$ cat src/rtl/mips_pkg.sv
// Shared widths, ALU function codes and EX-stage types for the ID/EX slice.
package mips_pkg;

    localparam int XLEN = 32;
    localparam int RIDX = 5;

    localparam logic [3:0] ALU_F_AND = 4'd0;
    localparam logic [3:0] ALU_F_OR  = 4'd1;
    localparam logic [3:0] ALU_F_ADD = 4'd2;
    localparam logic [3:0] ALU_F_SLL = 4'd3;
    localparam logic [3:0] ALU_F_SRL = 4'd4;
    localparam logic [3:0] ALU_F_SRA = 4'd5;
    localparam logic [3:0] ALU_F_SUB = 4'd6;
    localparam logic [3:0] ALU_F_SLT = 4'd7;
    localparam logic [3:0] ALU_F_NOR = 4'd12;

    typedef enum logic [1:0] {
        FWD_REG   = 2'd0,
        FWD_EXMEM = 2'd1,
        FWD_MEMWB = 2'd2
    } fwd_sel_t;

    typedef struct packed {
        logic alusrc;
        logic regwrite;
        logic memread;
        logic memwrite;
        logic memtoreg;
    } ex_ctrl_t;

endpackage

$ cat src/rtl/fwd_mux.sv
// Per-operand forwarding select plus 3:1 data mux (only built with FORWARDING_EN).
`ifdef FORWARDING_EN
module fwd_mux
    import mips_pkg::*;
#(
    parameter int DW = XLEN,
    parameter int RW = RIDX
) (
    input  logic [RW-1:0] i_src,
    input  logic [DW-1:0] i_reg_data,
    input  logic          i_exmem_regwrite,
    input  logic [RW-1:0] i_exmem_rd,
    input  logic [DW-1:0] i_exmem_y,
    input  logic          i_memwb_regwrite,
    input  logic [RW-1:0] i_memwb_rd,
    input  logic [DW-1:0] i_memwb_wd,
    output logic [DW-1:0] o_data
);

    fwd_sel_t w_sel;

    // EX/MEM is checked first because it carries the newest value; r0 is never forwarded.
    always_comb begin
        w_sel = FWD_REG;
        if (i_exmem_regwrite && (i_exmem_rd != '0) && (i_exmem_rd == i_src))
            w_sel = FWD_EXMEM;
        else if (i_memwb_regwrite && (i_memwb_rd != '0) && (i_memwb_rd == i_src))
            w_sel = FWD_MEMWB;
    end

    always_comb begin
        case (w_sel)
            FWD_EXMEM: o_data = i_exmem_y;
            FWD_MEMWB: o_data = i_memwb_wd;
            default:   o_data = i_reg_data;
        endcase
    end

endmodule
`endif

$ cat src/rtl/id_ex_stage.sv
// ID/EX pipeline register with EX operand forwarding and load-use hazard detection.
// Build option: FORWARDING_EN enables the forwarding muxes; without it RAW hazards stall instead.
module id_ex_stage
    import mips_pkg::*;
#(
    parameter int DW = XLEN,
    parameter int RW = RIDX
) (
    input  logic          clk,
    input  logic          reset,
    input  logic          stall,
    input  logic          flush,
    input  logic          id_valid,
    input  logic [RW-1:0] id_rs,
    input  logic [RW-1:0] id_rt,
    input  logic [RW-1:0] id_rd,
    input  logic [DW-1:0] id_rs_data,
    input  logic [DW-1:0] id_rt_data,
    input  logic [DW-1:0] id_imm,
    input  logic [4:0]    id_shamt,
    input  logic [3:0]    id_alu_f,
    input  logic          id_alusrc,
    input  logic          id_regdst,
    input  logic          id_regwrite,
    input  logic          id_memread,
    input  logic          id_memwrite,
    input  logic          id_memtoreg,
    input  logic          exmem_regwrite,
    input  logic [RW-1:0] exmem_rd,
    input  logic [DW-1:0] exmem_y,
    input  logic          memwb_regwrite,
    input  logic [RW-1:0] memwb_rd,
    input  logic [DW-1:0] memwb_wd,
    output logic [DW-1:0] alu_a,
    output logic [DW-1:0] alu_b,
    output logic [3:0]    alu_f,
    output logic [4:0]    alu_shamt,
    output logic [DW-1:0] ex_store_data,
    output logic [RW-1:0] ex_wreg,
    output logic          ex_valid,
    output logic          ex_regwrite,
    output logic          ex_memread,
    output logic          ex_memwrite,
    output logic          ex_memtoreg,
    output logic          hazard_o
);

    logic          r_valid;
    ex_ctrl_t      r_ctrl;
    logic [RW-1:0] r_rs;
    logic [RW-1:0] r_rt;
    logic [RW-1:0] r_wreg;
    logic [DW-1:0] r_rs_data;
    logic [DW-1:0] r_rt_data;
    logic [DW-1:0] r_imm;
    logic [4:0]    r_shamt;
    logic [3:0]    r_alu_f;

    ex_ctrl_t      w_id_ctrl;
    logic          w_load_use;
    logic          w_hazard;
    logic [DW-1:0] w_fwd_rs;
    logic [DW-1:0] w_fwd_rt;

    assign w_id_ctrl = '{
        alusrc:   id_alusrc   & id_valid,
        regwrite: id_regwrite & id_valid,
        memread:  id_memread  & id_valid,
        memwrite: id_memwrite & id_valid,
        memtoreg: id_memtoreg & id_valid
    };

    // A bubble clears only valid/ctrl; the data registers are don't-care in a bubble.
    always_ff @(posedge clk) begin
        if (reset) begin
            r_valid   <= 1'b0;
            r_ctrl    <= '0;
            r_rs      <= '0;
            r_rt      <= '0;
            r_wreg    <= '0;
            r_rs_data <= '0;
            r_rt_data <= '0;
            r_imm     <= '0;
            r_shamt   <= '0;
            r_alu_f   <= '0;
        end else if (flush || (w_hazard && !stall)) begin
            r_valid <= 1'b0;
            r_ctrl  <= '0;
        end else if (!stall) begin
            r_valid   <= id_valid;
            r_ctrl    <= w_id_ctrl;
            r_rs      <= id_rs;
            r_rt      <= id_rt;
            r_wreg    <= id_regdst ? id_rd : id_rt;
            r_rs_data <= id_rs_data;
            r_rt_data <= id_rt_data;
            r_imm     <= id_imm;
            r_shamt   <= id_shamt;
            r_alu_f   <= id_alu_f;
        end
    end

    assign w_load_use = r_valid & r_ctrl.memread & (r_rt != '0)
                      & ((r_rt == id_rs) | (r_rt == id_rt)) & id_valid;

`ifdef FORWARDING_EN
    logic [RW-1:0] w_src  [2];
    logic [DW-1:0] w_reg  [2];
    logic [DW-1:0] w_fwd  [2];

    assign w_src[0] = r_rs;
    assign w_src[1] = r_rt;
    assign w_reg[0] = r_rs_data;
    assign w_reg[1] = r_rt_data;

    generate
        for (genvar gi = 0; gi < 2; gi++) begin : g_fwd
            fwd_mux #(.DW(DW), .RW(RW)) u_fwd (
                .i_src            (w_src[gi]),
                .i_reg_data       (w_reg[gi]),
                .i_exmem_regwrite (exmem_regwrite),
                .i_exmem_rd       (exmem_rd),
                .i_exmem_y        (exmem_y),
                .i_memwb_regwrite (memwb_regwrite),
                .i_memwb_rd       (memwb_rd),
                .i_memwb_wd       (memwb_wd),
                .o_data           (w_fwd[gi])
            );
        end
    endgenerate

    assign w_fwd_rs = w_fwd[0];
    assign w_fwd_rt = w_fwd[1];
    assign w_hazard = w_load_use;
`else
    logic w_raw;
    logic w_unused_fwd;

    // Without forwarding, any in-flight producer in EX or MEM forces a bubble until it reaches WB.
    always_comb begin
        w_raw = 1'b0;
        if (id_valid) begin
            if ((id_rs != '0) &&
                ((r_valid && r_ctrl.regwrite && (id_rs == r_wreg)) ||
                 (exmem_regwrite && (id_rs == exmem_rd))))
                w_raw = 1'b1;
            if ((id_rt != '0) &&
                ((r_valid && r_ctrl.regwrite && (id_rt == r_wreg)) ||
                 (exmem_regwrite && (id_rt == exmem_rd))))
                w_raw = 1'b1;
        end
    end

    assign w_fwd_rs     = r_rs_data;
    assign w_fwd_rt     = r_rt_data;
    assign w_hazard     = w_load_use | w_raw;
    assign w_unused_fwd = ^{exmem_y, memwb_regwrite, memwb_rd, memwb_wd};
`endif

    assign alu_a         = w_fwd_rs;
    assign alu_b         = r_ctrl.alusrc ? r_imm : w_fwd_rt;
    assign alu_f         = r_alu_f;
    assign alu_shamt     = r_shamt;
    assign ex_store_data = w_fwd_rt;
    assign ex_wreg       = r_wreg;
    assign ex_valid      = r_valid;
    assign ex_regwrite   = r_ctrl.regwrite;
    assign ex_memread    = r_ctrl.memread;
    assign ex_memwrite   = r_ctrl.memwrite;
    assign ex_memtoreg   = r_ctrl.memtoreg;
    assign hazard_o      = w_hazard;

endmodule

$ cat config.mk
export PLATFORM = sky130hd
export DESIGN_NAME = id_ex_stage
export DESIGN_NICKNAME = d
export VERILOG_FILES = /design/src/rtl/mips_pkg.sv /design/src/rtl/fwd_mux.sv /design/src/rtl/id_ex_stage.sv
export SDC_FILE = /design/constraint.sdc
export NUM_CORES = 1
export LEC_CHECK = 0
export ABC_AREA = 1
export CORE_MARGIN = 2
export CORE_UTILIZATION = 35
export DETAILED_ROUTE_END_ITERATION = 8
export DONT_BUFFER_PORTS = 1
export GPL_TIMING_DRIVEN = 0
export PLACE_DENSITY = 0.48
export SLEW_MARGIN = 0
export SYNTH_ARGS = -nofsm -noshare
export SYNTH_HDL_FRONTEND = slang
export SYNTH_HIERARCHICAL = 1
export SYNTH_SLANG_ARGS = --single-unit
$ cat constraint.sdc
create_clock -name clk -period 1.4 [get_ports clk]
set_input_delay 0.21 -clock clk [delete_from_list [all_inputs] [get_ports clk]]
set_output_delay 0.21 -clock clk [all_outputs]
set_load 0.1 [all_outputs]
### Yosys cells after proc, flatten, opt, wreduce, memory -nomap -nowiden

Cells that the tools add are included.

* flip-flop bits (word level): 121
* latch bits: 0
* bits in writable memories: 0
* memory bits (read-only): 0
* input bits: 207
* output and inout port bits: 116
* word-level logic and storage cells: 54
* memories kept: 0

* add/subtract/negate cells: 0
* multipliers: 0
* divide/modulo/power cells: 0
* $lt $le $gt $ge: 0
* eq/ne operators: 6
* shifts and indexed selects: 0
* muxes and demuxes: 5
* bitwise gates (word level): 13
* reduce and logical (&&, ||, !) cells: 17

Operators by type and width (number)
* $mux 32: 1
* $eq 5x5->1: 6
* $reduce_bool 5->1: 3
* $and 1x1->1: 9
* $logic_and 1x1->1: 8
* $mux 5: 1
* $logic_or 1x1->1: 3
* $mux 1: 3
* $not 1->1: 2
* $or 1x1->1: 2
* $reduce_and 2->1: 1
* $reduce_or 2->1: 1
* $logic_not 1->1: 1

### Depth between registers and ports, before layout

* word-level depth: 12
* depth in mapped cells: 15
* gate-level depth less buffers: 13

### Least setup slack after synthesis

No wires, ideal clock.

* path type: flip-flop to output port
* start point: reg r_rt_data[0], in the netlist ex_store_data[0]
* end point: out alu_b[0]
* arrival: 3198 ps
* data required time: 1190 ps
* slack: -2008 ps
* stages on the path, launching flop included: 3
* buffers on the path: 0
* cell sequence: dfxtp_1 inv_1 o21ai_0

* cells in the longest elaborated chain, start to end: 1

Ends and longest elaborated chain
* start, declared: line id_ex_stage.sv:54 `logic [DW-1:0] r_rt_data;`
* start signal, assigned: line id_ex_stage.sv:96 `r_rt_data <= id_rt_data;`
* $mux 32: line id_ex_stage.sv:161 `assign alu_b = r_ctrl.alusrc ? r_imm : w_fwd_rt;`
* end, declared: line id_ex_stage.sv:35 `output logic [DW-1:0] alu_b,`

Every way passes these cells.

### Worst setup path in the final report

* start point: reg r_valid, in the netlist ex_valid
* end point: out hazard_o

* cells in the longest elaborated chain, start to end: 8
* elaborated cells on any way between the ends: 15
* classes of those cells: 3 x mux; 5 x bitwise; 7 x reduce/logical

Ends and longest elaborated chain
* start, declared: line id_ex_stage.sv:48 `logic r_valid;`
* start signal, assigned: line id_ex_stage.sv:90 `r_valid <= id_valid;`
* $logic_and 1x1->1: line id_ex_stage.sv:144, id_ex_stage.sv:148
* $logic_and 1x1->1: line id_ex_stage.sv:144 `((r_valid && r_ctrl.regwrite && (id_rs == r_wreg)) ||`
* $logic_or 1x1->1: line id_ex_stage.sv:144
* $logic_and 1x1->1: line id_ex_stage.sv:143 `if ((id_rs != '0) &&`
* $mux 1: line id_ex_stage.sv:143
* $mux 1: line id_ex_stage.sv:147 `if ((id_rt != '0) &&`
* $mux 1: line id_ex_stage.sv:142 `if (id_valid) begin`
* $or 1x1->1 (*): line id_ex_stage.sv:156 `assign w_hazard = w_load_use | w_raw;`
* end, declared: line id_ex_stage.sv:45 `output logic hazard_o`

Mark *: on every way between the ends. The rest lies on a longest branch, timed or not.

==> run_results.csv <==
group,metric,value,unit
status,result_of_the_run,"finished with violations",
status,violations_in_the_final_reports,"negative setup slack",
setup_path,reg2regPathDepth,13,
floorplanning,placement_rows,47,
global_route,largest_net_degree_at_the_start_of_global_routing,17,
clock_tree,cts_tree,"built",
detailed_routing,post_drt_wl_per_cell,14.2,um
global_route,wire_length_of_the_first_global_routing_pass,30000,um
hold_path,hold_path_end,"ex_wreg[1]",
setup_path,timing.setup.critical_path_class,"flop to primary output",
setup_path,worstPathCellList,"nand2_2 > inv_2 > nand2_1 > nor2_1 > nand3_1 > nand2_1 > nand2_1 > nand2_2 > nand2_4 > nand2_8",
yosys,synth.yosys.seq_area_share,41.3,%
layout,seq_area,0.00263,mm^2
placement,count_of_buffers_from_port_buffering,0,
clock_tree,cts_made_buffers,17,
placement,finalWeightedCongestion,0.803,
setup_path,cp.depth,10,
floorplanning,design.die.area,0.0178,mm^2
setup_path,worst_path_required_time,1.19,ns
sta,fin_ws,-0.630,ns
sta,fmax,0.493,GHz
yosys,yosys.area_share.adder,0,%
setup_path,path_common_cell,"sky130_fd_sc_hd__nand2_1",
setup_path,reg2reg_slack,-0.62,ns
setup_path,worst_r2r_endpoint,"ex_store_data[0]",
yosys,yosysWarnings,6,
yosys,synth_xor_area_share,1.19,%
power_and_ir_drop,peakVddDrop,807,uV
yosys,yosys_cell_types,19,
setup_path,cp_num_buf_inv,1,
sta,period_share,145,%
layout,final_cell_mix,"sky130_fd_sc_hd__nand2_1 (286), sky130_fd_sc_hd__nor2_1 (236), sky130_fd_sc_hd__dlygate4sd3_1 (115)",
layout,final_layout_size_suffix_gt1_share,28.0,%
setup_path,critPathSlowestCell,"sky130_fd_sc_hd__dfxtp_4",
clock_tree,cts.reportedPaths.clkPinSlew,0.06,ns
layout,layout.cells.most_common,"sky130_fd_sc_hd__nand2_1",
yosys,post_synth_and_or_nand_nor_area_fraction,39.7,%
placement,dpl-instance-area,0.00675,mm^2
clock_tree,max-clock-path-buffers,2,
yosys,postSynthAreaPerCell,6.08,um^2
detailed_routing,post_route_drc_violation_count,0,
clock_tree,clock_latency,0.41,ns
setup_path,crit-reg2reg-launch,"ex_wreg[4]",
global_route,number_of_global_route_vias_before_repair,5729,
sta,finalHoldViolCount,0,
floorplanning,floorplan.die.height,133,um
floorplanning,pin_count,323,
clock_tree,cts_root_buffer,"sky130_fd_sc_hd__clkbuf_16",
detailed_routing,dr.first_iter.drc_count,163,
power_and_ir_drop,power_per_cell_area,1250,mW/mm^2
clock_tree,cts.sinks,121,
layout,final_layout_fill_cell_count,1597,
hold_path,worstHoldPathType,"input pin to flop",
sta,period_minus_slack,2.03,ns
sta,grt_setup_unrepaired,"yes",
setup_path,critPathLaunch,"ex_valid",
detailed_routing,drt-vias-per-instance,4.40,
layout,layout.cell_area.non_filler,0.00942,mm^2
sta,final.setup_skew,0.0119,ns
detailed_routing,drt_first_pass_iters,4,
detailed_routing,vias,5995,
global_route,antenna_found_initial,0,
yosys,mapped_area,0.00587,mm^2
yosys,syn-instance-count,965,
yosys,synthesized_netlist_net_count,1172,
floorplanning,floorplan.initialDensity,35.6,%
hold_path,hold-path-cell-count,4,
setup_path,critical_path_peak_fanout,4,
setup_path,slowest_delay,0.55,ns
clock_tree,h-tree-depth,4,
placement,place_hpwl,13300,um
yosys,synth_compound_gate_area_share,3.97,%
layout,antenna_cells,0,
layout,final_cells,1361,
run,maxCapViolations,0,
layout,layout-area-overhead-vs-synth,60.4,%
global_route,globalRouteTotalUtil,21.1,%
global_route,globalRoute.totalOverflow,0,
detailed_routing,routed_wl,19300,um
yosys,synth_mux_area_share,0,%
layout,multi_input_gate_area_in_the_final_layout,0.00324,mm^2
placement,post-place-cells,1185,
floorplanning,die_w,133,um
floorplanning,core_area,0.0165,mm^2
yosys,postSynthRegisterBits,121,
hold_path,hold_path.startpoint,"id_rd[1]",
setup_path,cpLargestDelayFamily,"simple AND/OR/NAND/NOR gates",
setup_path,arrival,1.82,ns
setup_path,worstSetupEndpointType,"primary output",
sta,max_slew_margin,50.9,%
power_and_ir_drop,power.static_leakage,4.57,nW
setup_path,critPathLaunchType,"flop",
sta,slew_viol_final,0,
layout,number_of_nets_in_the_layout,1335,
detailed_routing,ant_nets,0,
sta,report.final.setup_viol,154,
yosys,synth_top_family_by_area,"simple AND/OR/NAND/NOR gates",
sta,worst_slew_pin_slew,0.734,ns
## cell usage after synthesis
cell / instances / area share, %
sky130_fd_sc_hd__xnor2_1: 2 / 0.30
sky130_fd_sc_hd__dfxtp_1: 121 / 41
sky130_fd_sc_hd__nand4_4: 1 / 0.36
sky130_fd_sc_hd__a22oi_1: 5 / 0.64
sky130_fd_sc_hd__xor2_1: 6 / 0.90
sky130_fd_sc_hd__nand2_1: 337 / 22
sky130_fd_sc_hd__nor3_1: 3 / 0.26
sky130_fd_sc_hd__buf_1: 9 / 0.58
sky130_fd_sc_hd__buf_2: 3 / 0.26
sky130_fd_sc_hd__nor2_1: 256 / 16
sky130_fd_sc_hd__a21oi_1: 2 / 0.17
sky130_fd_sc_hd__clkbuf_1: 12 / 0.77
sky130_fd_sc_hd__inv_2: 2 / 0.13
sky130_fd_sc_hd__inv_1: 134 / 8.6
sky130_fd_sc_hd__buf_6: 12 / 2.3
sky130_fd_sc_hd__nand2_2: 1 / 0.11
sky130_fd_sc_hd__o21ai_0: 37 / 3.2
sky130_fd_sc_hd__buf_4: 10 / 1.3
sky130_fd_sc_hd__nand3_1: 12 / 1.0
## sequential cells by signal (all words and copies together), names as in the netlist
signal	count
ex_memtoreg	1
r_ctrl	1
alu_f	4
ex_regwrite	1
ex_memwrite	1
ex_store_data	32
alu_a	32
r_imm	32
ex_memread	1
alu_shamt	5
ex_valid	1
ex_wreg	5
r_rt	5
## cell families (layout without fill, tap and decap cells)
logic type,after synthesis,count (layout)
simple gates,610,610
flops,121,121
xor+xnor,8,8
buf+inv,182,358
compound gates,44,44
## worst max-delay path by stage
stage	end	slack (ns)
2_1_floorplan	ex_store_data[0]	-0.36
3_3_place_gp	ex_wreg[1]	-0.66
3_5_place_dp	ex_store_data[16]	-0.67
4_1_cts	hazard_o	-0.65
5_1_grt	ex_store_data[3]	-0.75
6_report	hazard_o	-0.63
## through the flow
step	power (mW)	setup WS (ns)	utilization (%)	hold slack, ns	TNS (ns)
5_1_grt	12.2	-0.748	57.2	0.0945	-100.08
3_5_place_dp	6.74	-0.669	41.0	0.353	-80.88
3_3_place_gp	6.74	-0.658	41.0	0.346	-79.79
4_1_cts	11.7	-0.653	54.9	0.0532	-82.09
2_1_floorplan	6.47	-0.356	-	0.344	-41.66
6_report	11.7	-0.630	57.2	0.0676	-85.24
## repair_timing
item	CTS	global route
resized for setup	119	85
endpoints found under the setup margin	197	154
endpoints found under the hold margin	115	0
pin swaps	18	24
gates cloned	3	4
buffers inserted	19	4
hold buffers	115	0
## layout make-up
cell class | count | area share, %
multi-input combinational | 662 | 34.4
sequential | 121 | 27.9
timing repair buffer | 144 | 16.6
clock buffer | 28 | 6.06
inverter | 136 | 5.90
buffer | 46 | 5.62
tap | 220 | 2.92
clock inverter | 4 | 0.532
## routing by layer
metal | global-route usage, % | wire [um] | up-vias
met1 | 25.7 | 8280 | 2629
met4 | 6.32 | 211 | 0
li1 | - | - | 3155
met2 | 35.2 | 9060 | 192
met3 | 7.38 | 1730 | 19
met5 | 0 | 0 | -
## power by group
group / leakage, nW / switching (mW) / internal [mW]
Sequential: 1.04 / 1.37 / 3.69
Clock: 0.307 / 1.59 / 2.96
Combinational: 3.22 / 1.33 / 0.800
Total: 4.57 / 4.29 / 7.45
## tightest hold or removal path, stage by stage
cell and delay [ns]:
sky130_fd_sc_hd__nand2_1 0.03, sky130_fd_sc_hd__o21ai_0 0.07, sky130_fd_sc_hd__nor2_1 0.05, sky130_fd_sc_hd__nor2_1 0.08
Note: power is estimated with default switching activity, not from simulation.
